### src/rtl/axi_dma_wr_engine.sv
// Write-side DMA engine: splits one block-write request into AXI4 INCR bursts,
// prefetches words from the output buffer into a 2-entry FIFO and drives AW/W/B.
module axi_dma_wr_engine #(
    parameter int AXI_WIDTH_AD = 32,
    parameter int AXI_WIDTH_DA = 32,
    parameter int BIT_TRANS    = 18,
    parameter int MAX_BURST    = 16
) (
    input  logic                      clk,
    input  logic                      rst,
    input  logic                      i_ctrl_write,
    input  logic [AXI_WIDTH_AD-1:0]   i_write_addr,
    input  logic [BIT_TRANS-1:0]      i_num_trans,
    output logic                      o_indata_req_wr,
    input  logic [AXI_WIDTH_DA-1:0]   i_indata_wr,
    output logic                      o_write_done,
    output logic                      o_busy,
    output logic                      o_err,
    output logic [AXI_WIDTH_AD-1:0]   m_axi_awaddr,
    output logic [7:0]                m_axi_awlen,
    output logic [2:0]                m_axi_awsize,
    output logic [1:0]                m_axi_awburst,
    output logic                      m_axi_awvalid,
    input  logic                      m_axi_awready,
    output logic [AXI_WIDTH_DA-1:0]   m_axi_wdata,
    output logic [AXI_WIDTH_DA/8-1:0] m_axi_wstrb,
    output logic                      m_axi_wlast,
    output logic                      m_axi_wvalid,
    input  logic                      m_axi_wready,
    input  logic [1:0]                m_axi_bresp,
    input  logic                      m_axi_bvalid,
    output logic                      m_axi_bready
);

    localparam logic [2:0] AWSIZE = 3'($clog2(AXI_WIDTH_DA / 8));

    typedef enum logic [2:0] {ST_IDLE, ST_AW, ST_W, ST_B, ST_DONE} state_t;

    state_t                  r_state;
    logic [AXI_WIDTH_AD-1:0] r_addr;
    logic [BIT_TRANS-1:0]    r_remaining;
    logic [7:0]              r_awlen;
    logic [8:0]              r_req_cnt;
    logic [7:0]              r_beat_cnt;
    logic                    r_awvalid;
    logic                    r_bready;
    logic                    r_done;
    logic                    r_busy;
    logic                    r_err;

    logic [AXI_WIDTH_DA-1:0] r_fifo [2];
    logic                    r_wr_ptr;
    logic                    r_rd_ptr;
    logic [1:0]              r_fifo_cnt;
    logic                    r_inflight;

    logic [8:0]              w_burst;
    logic [BIT_TRANS-1:0]    w_rem_next;
    logic [8:0]              w_first_burst;
    logic [8:0]              w_next_burst;
    logic                    w_wvalid;
    logic                    w_pop;
    logic                    w_wlast;
    logic [1:0]              w_level;
    logic                    w_req;

    function automatic logic [8:0] f_burst(input logic [BIT_TRANS-1:0] rem);
        if (rem >= BIT_TRANS'(MAX_BURST)) f_burst = 9'(MAX_BURST);
        else                              f_burst = rem[8:0];
    endfunction

    assign w_burst       = {1'b0, r_awlen} + 9'd1;
    assign w_rem_next    = r_remaining - BIT_TRANS'(w_burst);
    assign w_first_burst = f_burst(i_num_trans);
    assign w_next_burst  = f_burst(w_rem_next);

    assign w_wvalid = (r_state == ST_W) && (r_fifo_cnt != 2'd0);
    assign w_pop    = w_wvalid && m_axi_wready;
    assign w_wlast  = w_wvalid && (r_beat_cnt == r_awlen);

    // A word leaving the FIFO this cycle frees a slot, which keeps W at one beat per cycle.
    assign w_level = r_fifo_cnt + {1'b0, r_inflight} - {1'b0, w_pop};
    assign w_req   = ((r_state == ST_AW) || (r_state == ST_W)) &&
                     (r_req_cnt < w_burst) && (w_level < 2'd2);

    always_ff @(posedge clk) begin
        if (rst) begin
            r_state     <= ST_IDLE;
            r_addr      <= '0;
            r_remaining <= '0;
            r_awlen     <= '0;
            r_req_cnt   <= '0;
            r_beat_cnt  <= '0;
            r_awvalid   <= 1'b0;
            r_bready    <= 1'b0;
            r_done      <= 1'b0;
            r_busy      <= 1'b0;
            r_err       <= 1'b0;
        end else begin
            if (w_req) r_req_cnt <= r_req_cnt + 9'd1;
            case (r_state)
                ST_IDLE: begin
                    if (i_ctrl_write) begin
                        r_addr      <= i_write_addr;
                        r_remaining <= i_num_trans;
                        r_err       <= 1'b0;
                        r_busy      <= 1'b1;
                        if (i_num_trans == '0) begin
                            r_state <= ST_DONE;
                        end else begin
                            r_state    <= ST_AW;
                            r_awvalid  <= 1'b1;
                            r_awlen    <= 8'(w_first_burst - 9'd1);
                            r_req_cnt  <= '0;
                            r_beat_cnt <= '0;
                        end
                    end
                end
                ST_AW: begin
                    if (m_axi_awready) begin
                        r_awvalid <= 1'b0;
                        r_state   <= ST_W;
                    end
                end
                ST_W: begin
                    if (w_pop) begin
                        r_beat_cnt <= r_beat_cnt + 8'd1;
                        if (w_wlast) begin
                            r_state  <= ST_B;
                            r_bready <= 1'b1;
                        end
                    end
                end
                ST_B: begin
                    if (m_axi_bvalid) begin
                        r_bready    <= 1'b0;
                        r_remaining <= w_rem_next;
                        r_addr      <= r_addr + (AXI_WIDTH_AD'(w_burst) << AWSIZE);
                        if (m_axi_bresp != 2'b00) r_err <= 1'b1;
                        if (w_rem_next != '0) begin
                            r_state    <= ST_AW;
                            r_awvalid  <= 1'b1;
                            r_awlen    <= 8'(w_next_burst - 9'd1);
                            r_req_cnt  <= '0;
                            r_beat_cnt <= '0;
                        end else begin
                            r_state <= ST_DONE;
                            r_done  <= 1'b1;
                        end
                    end
                end
                ST_DONE: begin
                    // An empty request arrives with r_done low and spends one extra cycle here.
                    if (r_done) begin
                        r_done  <= 1'b0;
                        r_busy  <= 1'b0;
                        r_state <= ST_IDLE;
                    end else begin
                        r_done <= 1'b1;
                    end
                end
                default: r_state <= ST_IDLE;
            endcase
        end
    end

    always_ff @(posedge clk) begin
        if (rst) begin
            r_fifo[0]  <= '0;
            r_fifo[1]  <= '0;
            r_wr_ptr   <= 1'b0;
            r_rd_ptr   <= 1'b0;
            r_fifo_cnt <= '0;
            r_inflight <= 1'b0;
        end else begin
            r_inflight <= w_req;
            if (r_inflight) begin
                r_fifo[r_wr_ptr] <= i_indata_wr;
                r_wr_ptr         <= ~r_wr_ptr;
            end
            if (w_pop) r_rd_ptr <= ~r_rd_ptr;
            case ({r_inflight, w_pop})
                2'b10:   r_fifo_cnt <= r_fifo_cnt + 2'd1;
                2'b01:   r_fifo_cnt <= r_fifo_cnt - 2'd1;
                default: r_fifo_cnt <= r_fifo_cnt;
            endcase
        end
    end

    assign o_indata_req_wr = w_req;
    assign o_write_done    = r_done;
    assign o_busy          = r_busy;
    assign o_err           = r_err;

    assign m_axi_awaddr  = r_addr;
    assign m_axi_awlen   = r_awlen;
    assign m_axi_awsize  = r_awvalid ? AWSIZE : 3'd0;
    assign m_axi_awburst = r_awvalid ? 2'b01 : 2'b00;
    assign m_axi_awvalid = r_awvalid;

    assign m_axi_wdata  = r_fifo[r_rd_ptr];
    assign m_axi_wstrb  = w_wvalid ? '1 : '0;
    assign m_axi_wlast  = w_wlast;
    assign m_axi_wvalid = w_wvalid;
    assign m_axi_bready = r_bready;

endmodule

### config.mk
export PLATFORM = sky130hd
export DESIGN_NAME = axi_dma_wr_engine
export DESIGN_NICKNAME = d
export VERILOG_FILES = /design/src/rtl/axi_dma_wr_engine.sv
export SDC_FILE = /design/constraint.sdc
export NUM_CORES = 1
export LEC_CHECK = 0
export BUFFER_PORTS_ARGS = -buffer_cell sky130_fd_sc_hd__clkbuf_2
export CORE_MARGIN = 5
export CORE_UTILIZATION = 30
export CTS_CLUSTER_DIAMETER = 40
export DETAILED_ROUTE_END_ITERATION = 10
export PLACE_DENSITY_LB_ADDON = 0.2
export SETUP_SLACK_MARGIN = 0.5
export SLEW_MARGIN = 40
export SYNTH_ARGS = -nofsm -noshare
export SYNTH_HDL_FRONTEND = slang
export SYNTH_SLANG_ARGS = --single-unit
### constraint.sdc
create_clock -name clk -period 5.2 [get_ports clk]
set_input_delay 0.26 -clock clk [delete_from_list [all_inputs] [get_ports clk]]
set_output_delay 0.26 -clock clk [all_outputs]
set_load 0.02 [all_outputs]
==> results of run 1 <==
## cell type report
cell class | count | area [um^2] | share of cell area
clock buffers | 17 | 425 | 0.0387
clock inverters | 15 | 168 | 0.0152
inverters | 34 | 128 | 0.0116
multi-input cells | 755 | 5040 | 0.458
flip-flops and latches | 153 | 3710 | 0.337
well taps | 390 | 488 | 0.0444
repair buffers | 198 | 1050 | 0.0953
## cell usage after synthesis (9+ instances only)
cell	count	share of area
a311oi_1	13	0.012
inv_1	34	0.014
nand4_1	10	0.0069
nand3_1	21	0.012
ha_1	16	0.022
or3_1	11	0.0075
and3_1	18	0.012
nor2_1	92	0.038
edfxtp_1	64	0.21
xor2_1	18	0.017
a21o_1	11	0.0091
dfxtp_1	89	0.20
o22ai_1	13	0.0089
and2_1	74	0.051
clkbuf_1	49	0.020
buf_4	11	0.0091
nor4_1	9	0.0062
o21ai_0	42	0.023
a211oi_1	29	0.024
a22oi_1	10	0.0082
xnor2_1	32	0.031
nand2_1	70	0.029
mux2_2	35	0.043
nor3_1	36	0.020
nor2b_1	11	0.0075
a21oi_1	66	0.036
## state kept, by name, summed over array words and instances, names as in the netlist, 2 cells and up, named ones only
name,count
r_fifo,64
m_axi_awaddr,32
r_remaining,18
r_req_cnt,9
m_axi_awlen,8
r_beat_cnt,8
r_state,3
r_fifo_cnt,2
## cell families (layout without fill, tap and decap cells)
family                   after synthesis  count (layout)  synth area share
flip-flops                           153             153             0.406
AND/OR/NAND/NOR                      376             376             0.211
other                                  1               3          0.000411
adder cells (fa/ha/maj)               24              24            0.0331
buffers and inverters                104             264            0.0490
multiplexers                          43              43            0.0520
AO/OA/AOI/OAI                        256             256             0.194
XOR/XNOR                              53              53            0.0547
## metal layers
metal | global-route usage | up-vias | part of all wire
met5 | 0 | - | 0
met4 | 0.0423 | 0 | 0.016
met3 | 0.0337 | 32 | 0.061
met2 | 0.257 | 253 | 0.46
met1 | 0.220 | 3886 | 0.46
li1 | - | 3966 | -
## critical path, cell delays in order (launching register included)
cell and delay (ns):
dfxtp_1 0.35, ha_2 0.27, xor2_1 0.23, inv_1 0.11, ha_1 0.33, a21o_1 0.20
maj3_2 0.34, a211o_4 0.40, a211o_1 0.32, or3_1 0.39, o211ai_1 0.25, nor4_4 0.09
buf_4 0.18, buf_4 0.14, a2111oi_4 0.41, nand4_1 0.15, mux2_2 0.28
## per-stage QoR
step | total power [mW] | setup WS (ns)
floorplan | 3.19 | 0.706
global placement | 3.82 | 0.528
detailed placement | 3.83 | 0.447
CTS | 5.11 | 0.522
global route | 5.44 | 0.463
finish | 5.11 | 0.643
## placed cells by master (no fill, tap or decap), types with 23 or more instances in the layout
cell      instances
dfxtp_1          87
buf_4            23
o21ai_0          41
nor2_1           90
inv_1            33
xnor2_1          32
nor3_1           35
edfxtp_1         64
a21oi_1          66
a211oi_1         29
mux2_2           35
clkbuf_2        175
nand2_1          70
and2_1           74
## timing repair
action | in CTS | in global routing
buffers inserted | 0 | 2
resized for setup | 1 | 8
setup endpoints to repair | 3 | 22
pin swaps | 0 | 2
## power breakdown
part           switching (mW)  internal, mW  leakage [nW]
Clock                   0.606         0.649         0.288
Combinational            1.33         0.838          2.74
Sequential              0.205          1.48          1.40
Total                    2.14          2.97          4.43
## how the worst max path moves through the flow
stage / start / endpoint / slack, ns / depth (start not counted)
CTS: m_axi_awlen[0]$_SDFFE_PP0P_ / m_axi_awlen[6]$_SDFFE_PP0P_ / 0.52 / 17
finish: m_axi_awlen[0]$_SDFFE_PP0P_ / r_beat_cnt[6]$_SDFFE_PP0P_ / 0.64 / 16
detailed placement: m_axi_awlen[0]$_SDFFE_PP0P_ / m_axi_awlen[6]$_SDFFE_PP0P_ / 0.45 / 18
global placement: m_axi_awlen[0]$_SDFFE_PP0P_ / m_axi_awlen[6]$_SDFFE_PP0P_ / 0.53 / 17
global route: m_axi_awlen[1]$_SDFFE_PP0P_ / r_beat_cnt[6]$_SDFFE_PP0P_ / 0.46 / 17
floorplan: m_axi_awlen[1]$_SDFFE_PP0P_ / m_axi_awlen[4]$_SDFFE_PP0P_ / 0.71 / 18
==> out/metrics.cfg, run 1 <==
[critical_path]
ff2ff_path_depth = 16
reg2reg_to = r_beat_cnt[6]$_SDFFE_PP0P_
endpoint_kind = register
setup.worst_path.start_class = register
required_ns = 5.52
path_class = reg -> reg
ff2ff_setup_slack_ns = 0.64
cp.arrival_ns = 4.88
critPathMaxFanout = 7
r2r-start = m_axi_awlen[0]$_SDFFE_PP0P_

[pwr]
power_density_mw_per_mm2 = 464
ir_worst_vdd_mv = 0.213
cellLeakagePower_nw = 4.43

[cts]
clock_sinks = 153
cts_buffers = 17
cts_tree = done
cts.reportedPaths.clkPinSlew_ns = 0.07
cts_max_path_buffers = 2
h-tree-depth = 4
cts_root_buf = clkbuf_16
insertion_delay_ns = 0.43
hold_buffers = 0

[floorplan]
die_h_um = 184
core.rowCount = 63
coreArea_mm2 = 0.0298
io_pins = 179
dieWidth_um = 184
start_util = 0.306
dieArea_mm2 = 0.0340

[routing]
num_vias = 8137
drt-initial-drc-count = 539
drc = 0
viasPerCell = 5.21
drt_wl_total_um = 28200
routedWlPerCell_um = 18.0
final_antenna_net_count = 0
drtPass1Iterations = 5

[timing]
drv_slew = 0
max_freq_mhz = 219
maxSlewHeadroom = 0.487
tightest_slew_ns = 0.769
totalNegativeSetupSlack_ns = 0
fin_crit_sh = 0.876
whs_ns = 0.0615
hold_viol = 0
grt_setup_unrepaired = yes
finClkSkew_ns = 0.00916
fin_crit_ns = 4.56
setup_viol = 0

[logic_synthesis]
yosysUniqueCellTypes = 80
synth_area_mm2 = 0.00912
synth-main-ff-cell = dfxtp_1
synth.avg_cell_area_um2 = 9.03
syn-instance-count = 1010
synth-seq-cells = 153
synth-seq-area-share = 0.406
synth_edf_count = 64
yosysWarningCount = 0
async_flop_share = 0

[grt]
grtUsageTotal = 0.160
grt_pass1_vias = 7835
grt_antenna_before_repair = 0
grt_overflow = 0
grt_pass1_wl_um = 43400
grt_max_degree = 60

[flow_run]
maxCapViolations = 0

[finish]
antenna_cells = 0
nNetsFinal = 1267
design_area_mm2 = 0.0110
nFillCells = 3083
instances_no_fill = 1562
area_growth_pct = 20.6
drive_gt1_frac = 0.255
finalCoreUtilization = 0.369

[worst_hold_path]
min_path_cells = 3
hold_end = m_axi_awaddr[1]$_SDFFE_PP0P_
hp-class = in -> reg
hp-start = i_write_addr[1]

[place]
gp_congestion = 0.908
dp.final_hpwl_um = 20100
port_buffers = 175
place_inst = 1528
dpl_cell_area_mm2 = 0.0103

[outcome]
status = finished, final reports clean

(Power assumes the default switching activity.)
==> run 2: changes to the inputs <==
==> constraint.sdc (replaced) <==
create_clock -name clk -period 5.2 [get_ports clk]
set_input_delay 1.3 -clock clk [delete_from_list [all_inputs] [get_ports clk]]
set_output_delay 1.3 -clock clk [all_outputs]
set_load 0.02 [all_outputs]
==> run 2 against run 1 <==
Net effect: sequential share of layout area decreased by 0.18 points; first-iteration DRC count shrank 4.6%; critical path type is now reg -> out; die area is the same; critical path depth shrank 5; clock-buffer cell count unchanged; largest cell class unchanged; critical endpoint is now o_indata_req_wr; combinational power is essentially flat; non-clock buffer count increased by 5; sequential power hardly changed.
==> out/metrics.cfg, run 2 (synthesis results as in run 1) <==
[outcome]
status = finished, final reports clean

[cts]
cts.reportedPaths.clkPinSlew_ns = 0.07
cts_max_path_buffers = 2
clock_sinks = 153
cts_root_buf = clkbuf_16
cts_buffers = 17
h-tree-depth = 4
insertion_delay_ns = 0.43
cts_tree = done

[finish]
regMostFlops = r_fifo
seq_area_mm2 = 0.00371
nFillCells = 3098
antenna_cells = 0
final_common_cell = clkbuf_2
area_growth_pct = 21.4
largest_reg_flops = 64
finalCoreUtilization = 0.372
multi_input_area_mm2 = 0.00504
layout_common_cells = clkbuf_2 (175), nor2_1 (91), dfxtp_1 (86)
nNetsFinal = 1272
drive_gt1_frac = 0.261

[floorplan]
dieArea_mm2 = 0.0340
coreArea_mm2 = 0.0298
dieWidth_um = 184
start_util = 0.306
io_pins = 179
die_h_um = 184
core.rowCount = 63

[grt]
grt_overflow = 0
grt_max_degree = 60
grtUsageTotal = 0.162
grt_antenna_before_repair = 0
grt_pass1_vias = 7961
grt_pass1_wl_um = 43700

[flow_run]
maxCapViolations = 0

[routing]
final_antenna_net_count = 0
num_vias = 8093
drt-initial-drc-count = 514
drc = 0
drtPass1Iterations = 7
drt_wl_total_um = 28400
viasPerCell = 5.16
routedWlPerCell_um = 18.1

[critical_path]
cp.arrival_ns = 3.23
slowest_delay_ns = 0.56
setup.worst_path.start_class = register
cpMostUsedCell = nor2b_1
cp_slowest_cell = or4_1
endpoint_kind = output port
required_ns = 3.90
crit_buf_inv = 2
critPathMaxFanout = 12
path_cells = nor2b_4, nor2b_1, o21a_2, nand2_2, inv_1, ha_1, nor2b_1, xnor2_1, or4_1, a21oi_2, clkbuf_2
cp_top_family = simple AND/OR/NAND/NOR gates
path_class = reg -> out

[timing]
tightest_slew_ns = 0.763
hold_viol = 0
finClkSkew_ns = 0.0102
drv_slew = 0
fin_crit_sh = 0.871
grt_setup_unrepaired = yes
setup_viol = 0
maxSlewHeadroom = 0.491
max_freq_mhz = 221
totalNegativeSetupSlack_ns = 0
fin_crit_ns = 4.53

[pwr]
ir_worst_vdd_mv = 0.225
power_density_mw_per_mm2 = 467
cellLeakagePower_nw = 4.47

[place]
gp_congestion = 0.895
dp.final_hpwl_um = 20400
port_buffers = 175

[worst_hold_path]
hp-class = reg -> reg

==> run 2: worst paths after layout <==
| path | from | endpoint | slack (ns) | cells after the start |
|---|---|---|---|---|
| worst min-delay path | m_axi_awaddr[0]$_SDFFE_PP0P_ | m_axi_awaddr[0]$_SDFFE_PP0P_ | 0.46 | 2 |
| worst max register to register | m_axi_awlen[0]$_SDFFE_PP0P_ | m_axi_awlen[6]$_SDFFE_PP0P_ | 0.77 | 17 |
| worst max-delay path | r_state[1]$_SDFFE_PP0P_ | o_indata_req_wr | 0.67 | 11 |
| worst min register to register | m_axi_awaddr[0]$_SDFFE_PP0P_ | m_axi_awaddr[0]$_SDFFE_PP0P_ | 0.46 | 2 |
==> run 2: timing repair <==
action                     4_1_cts  5_1_grt
setup endpoints to repair        5       23
pin swaps                        0        2
resized for setup                7        8
buffers inserted                 0        1
hold buffers                     0        0
gates cloned                     0        0
==> run 2: through the flow <==
step           std cells  hold slack, ns  setup slack (ns)  instance area, um^2  power (mW)
6_report            1567           0.456             0.673                11100        5.17
5_1_grt             1567           0.489             0.450                11100        5.50
4_1_cts             1566           0.462             0.493                11000        5.19
2_1_floorplan       1012           0.444             0.706                 9130        3.19
3_3_place_gp        1534           0.444             0.483                10400        3.84
3_5_place_dp        1534           0.452             0.369                10400        3.85
==> run 2: cell type report <==
cell class	count	share of cell area
multi-input combinational	755	0.456
sequential	153	0.335
timing repair buffer	203	0.0981
tap	390	0.0441
clock buffer	17	0.0384
clock inverter	15	0.0172
inverter	34	0.0115
==> run 2: worst min-delay path: stages (launching register included) <==
cell	delay [ns]
dfxtp_1	0.31
nand2_1	0.05
a21oi_1	0.05
==> run 2: routing by layer <==
metal,GRT usage,vias up,part of all wire
li1,-,3977,-
met1,0.215,3899,0.46
met2,0.271,197,0.47
met3,0.0330,20,0.055
met4,0.0370,0,0.012
met5,0,-,0
==> run 2: power by group <==
group          switching [mW]  internal, mW
logic                    1.34         0.854
registers               0.192          1.48
clock network           0.605         0.696
==> run 3: changes to the inputs <==
--- a/config.mk
+++ b/config.mk
@@ -11,7 +11,8 @@
 export CTS_CLUSTER_DIAMETER = 40
 export DETAILED_ROUTE_END_ITERATION = 10
 export PLACE_DENSITY_LB_ADDON = 0.2
-export SETUP_SLACK_MARGIN = 0.5
+export REMOVE_ABC_BUFFERS = 1
+export SETUP_SLACK_MARGIN = 0.05
 export SLEW_MARGIN = 40
 export SYNTH_ARGS = -nofsm -noshare
 export SYNTH_HDL_FRONTEND = slang
==> run 3 against run 2 <==
Net effect: design area is 0.60% lower; register-to-register slack lost 0.41 ns; global-route usage rose by 0.69 points; first-iteration DRC count grew 27%; sequential power about the same; hold slack lost 0.0038 ns.
==> out/metrics.cfg, run 3 (synthesis results as in run 1) <==
[worst_hold_path]
hp-class = reg -> reg
min_path_cells = 2

[floorplan]
dieArea_mm2 = 0.0340
start_util = 0.306
io_pins = 179
core.rowCount = 63
dieWidth_um = 184
die_h_um = 184
coreArea_mm2 = 0.0298

[finish]
nFillCells = 3112
finalCoreUtilization = 0.369
multi_input_area_mm2 = 0.00500
seq_area_mm2 = 0.00370
regMostFlops = r_fifo
layout_common_cells = clkbuf_2 (175), nor2_1 (91), dfxtp_1 (88)
area_growth_pct = 20.6
final_common_cell = clkbuf_2
antenna_cells = 0
largest_reg_flops = 64
instances_no_fill = 1566
nNetsFinal = 1271
drive_gt1_frac = 0.254

[place]
place_inst = 1534
gp_congestion = 0.932
dp.final_hpwl_um = 21600
port_buffers = 175

[timing]
tightest_slew_ns = 0.809
finClkSkew_ns = 0.0122
grt_setup_unrepaired = no
fin_crit_sh = 0.940
hold_viol = 0
totalNegativeSetupSlack_ns = 0
setup_viol = 0
drv_slew = 0
maxSlewHeadroom = 0.461
max_freq_mhz = 205
fin_crit_ns = 4.89

[grt]
grt_max_degree = 45
grtUsageTotal = 0.168
met3_usage = 0.0274
grt_pass1_wl_um = 45100
grt_overflow = 0
busiest_layer = met2
grt_pass1_vias = 7874
grt_antenna_before_repair = 0
grtUsageMet1 = 0.231
use_met2 = 0.277

[cts]
cts.reportedPaths.clkPinSlew_ns = 0.07
clock_sinks = 153
cts_root_buf = clkbuf_16
cts_tree = done
h-tree-depth = 4
cts_buffers = 17
cts_max_path_buffers = 2
post_cts_buffers = 0
hold_buffers = 0
insertion_delay_ns = 0.43

[critical_path]
path_class = reg -> out
endpoint_kind = output port
critPathMaxFanout = 12
required_ns = 3.90
setup.worst_path.start_class = register
cp.arrival_ns = 3.59
ff2ff_path_depth = 19

[routing]
drt_wl_total_um = 29500
drt-initial-drc-count = 653
viasPerCell = 5.21
routedWlPerCell_um = 18.8
drc = 0
num_vias = 8159
drtPass1Iterations = 5
final_antenna_net_count = 0

[flow_run]
maxCapViolations = 0

[pwr]
power_density_mw_per_mm2 = 463
ir_worst_vdd_mv = 0.245
cellLeakagePower_nw = 4.45

[outcome]
status = finished, final reports clean

==> run 3: final timing paths <==
kind	slack [ns]	startpoint	to
hold reg to reg	0.45	m_axi_awaddr[0]$_SDFFE_PP0P_	m_axi_awaddr[0]$_SDFFE_PP0P_
setup / recovery	0.31	r_state[1]$_SDFFE_PP0P_	o_indata_req_wr
hold / removal	0.45	m_axi_awaddr[0]$_SDFFE_PP0P_	m_axi_awaddr[0]$_SDFFE_PP0P_
setup reg to reg	0.36	m_axi_awlen[0]$_SDFFE_PP0P_	m_axi_awlen[6]$_SDFFE_PP0P_
==> run 3: layout make-up <==
class / count / share of cell area
clock buffer: 17 / 0.0387
clock inverter: 15 / 0.0160
tap: 390 / 0.0443
inverter: 34 / 0.0116
multi-input combinational: 755 / 0.455
timing repair buffer: 202 / 0.0980
sequential: 153 / 0.337
==> run 3: worst max-delay path: stages, from the launching register on <==
cell and delay, ns:
dfxtp_2 0.46, nor2b_1 0.30, nor2b_1 0.23, o21a_2 0.26, nand2_1 0.19, inv_1 0.10, ha_1 0.26, nor2b_1 0.19
xnor2_1 0.11, or4_1 0.55, a21oi_2 0.27, clkbuf_2 0.24
==> run 3: what timing repair did <==
item,4_1_cts,5_1_grt
setup endpoints to repair,1,5
resized for setup,2,2
pin swaps,0,0
==> run 3: metal layers <==
metal  vias to the layer above  share of wire
met3                        26          0.055
met5                         -              0
met4                         0          0.015
li1                       3980              -
met2                       242           0.47
met1                      3911           0.46
==> run 3: stage by stage <==
step | hold slack, ns | power (mW) | setup WS [ns] | instance area [um^2]
6_report | 0.452 | 5.10 | 0.313 | 11000
5_1_grt | 0.477 | 5.43 | 0.0499 | 11000
4_1_cts | 0.454 | 5.13 | 0.138 | 11000
3_5_place_dp | 0.444 | 3.84 | 0.221 | 10400
3_3_place_gp | 0.437 | 3.84 | 0.154 | 10400
2_1_floorplan | 0.435 | 3.13 | 0.266 | 8810
==> run 3: report_power, final <==
group          internal, mW  leakage (nW)  switching (mW)
combinational         0.826          2.76            1.32
sequential             1.48          1.40           0.207
clock                 0.650         0.294           0.613
total                  2.96          4.45            2.14
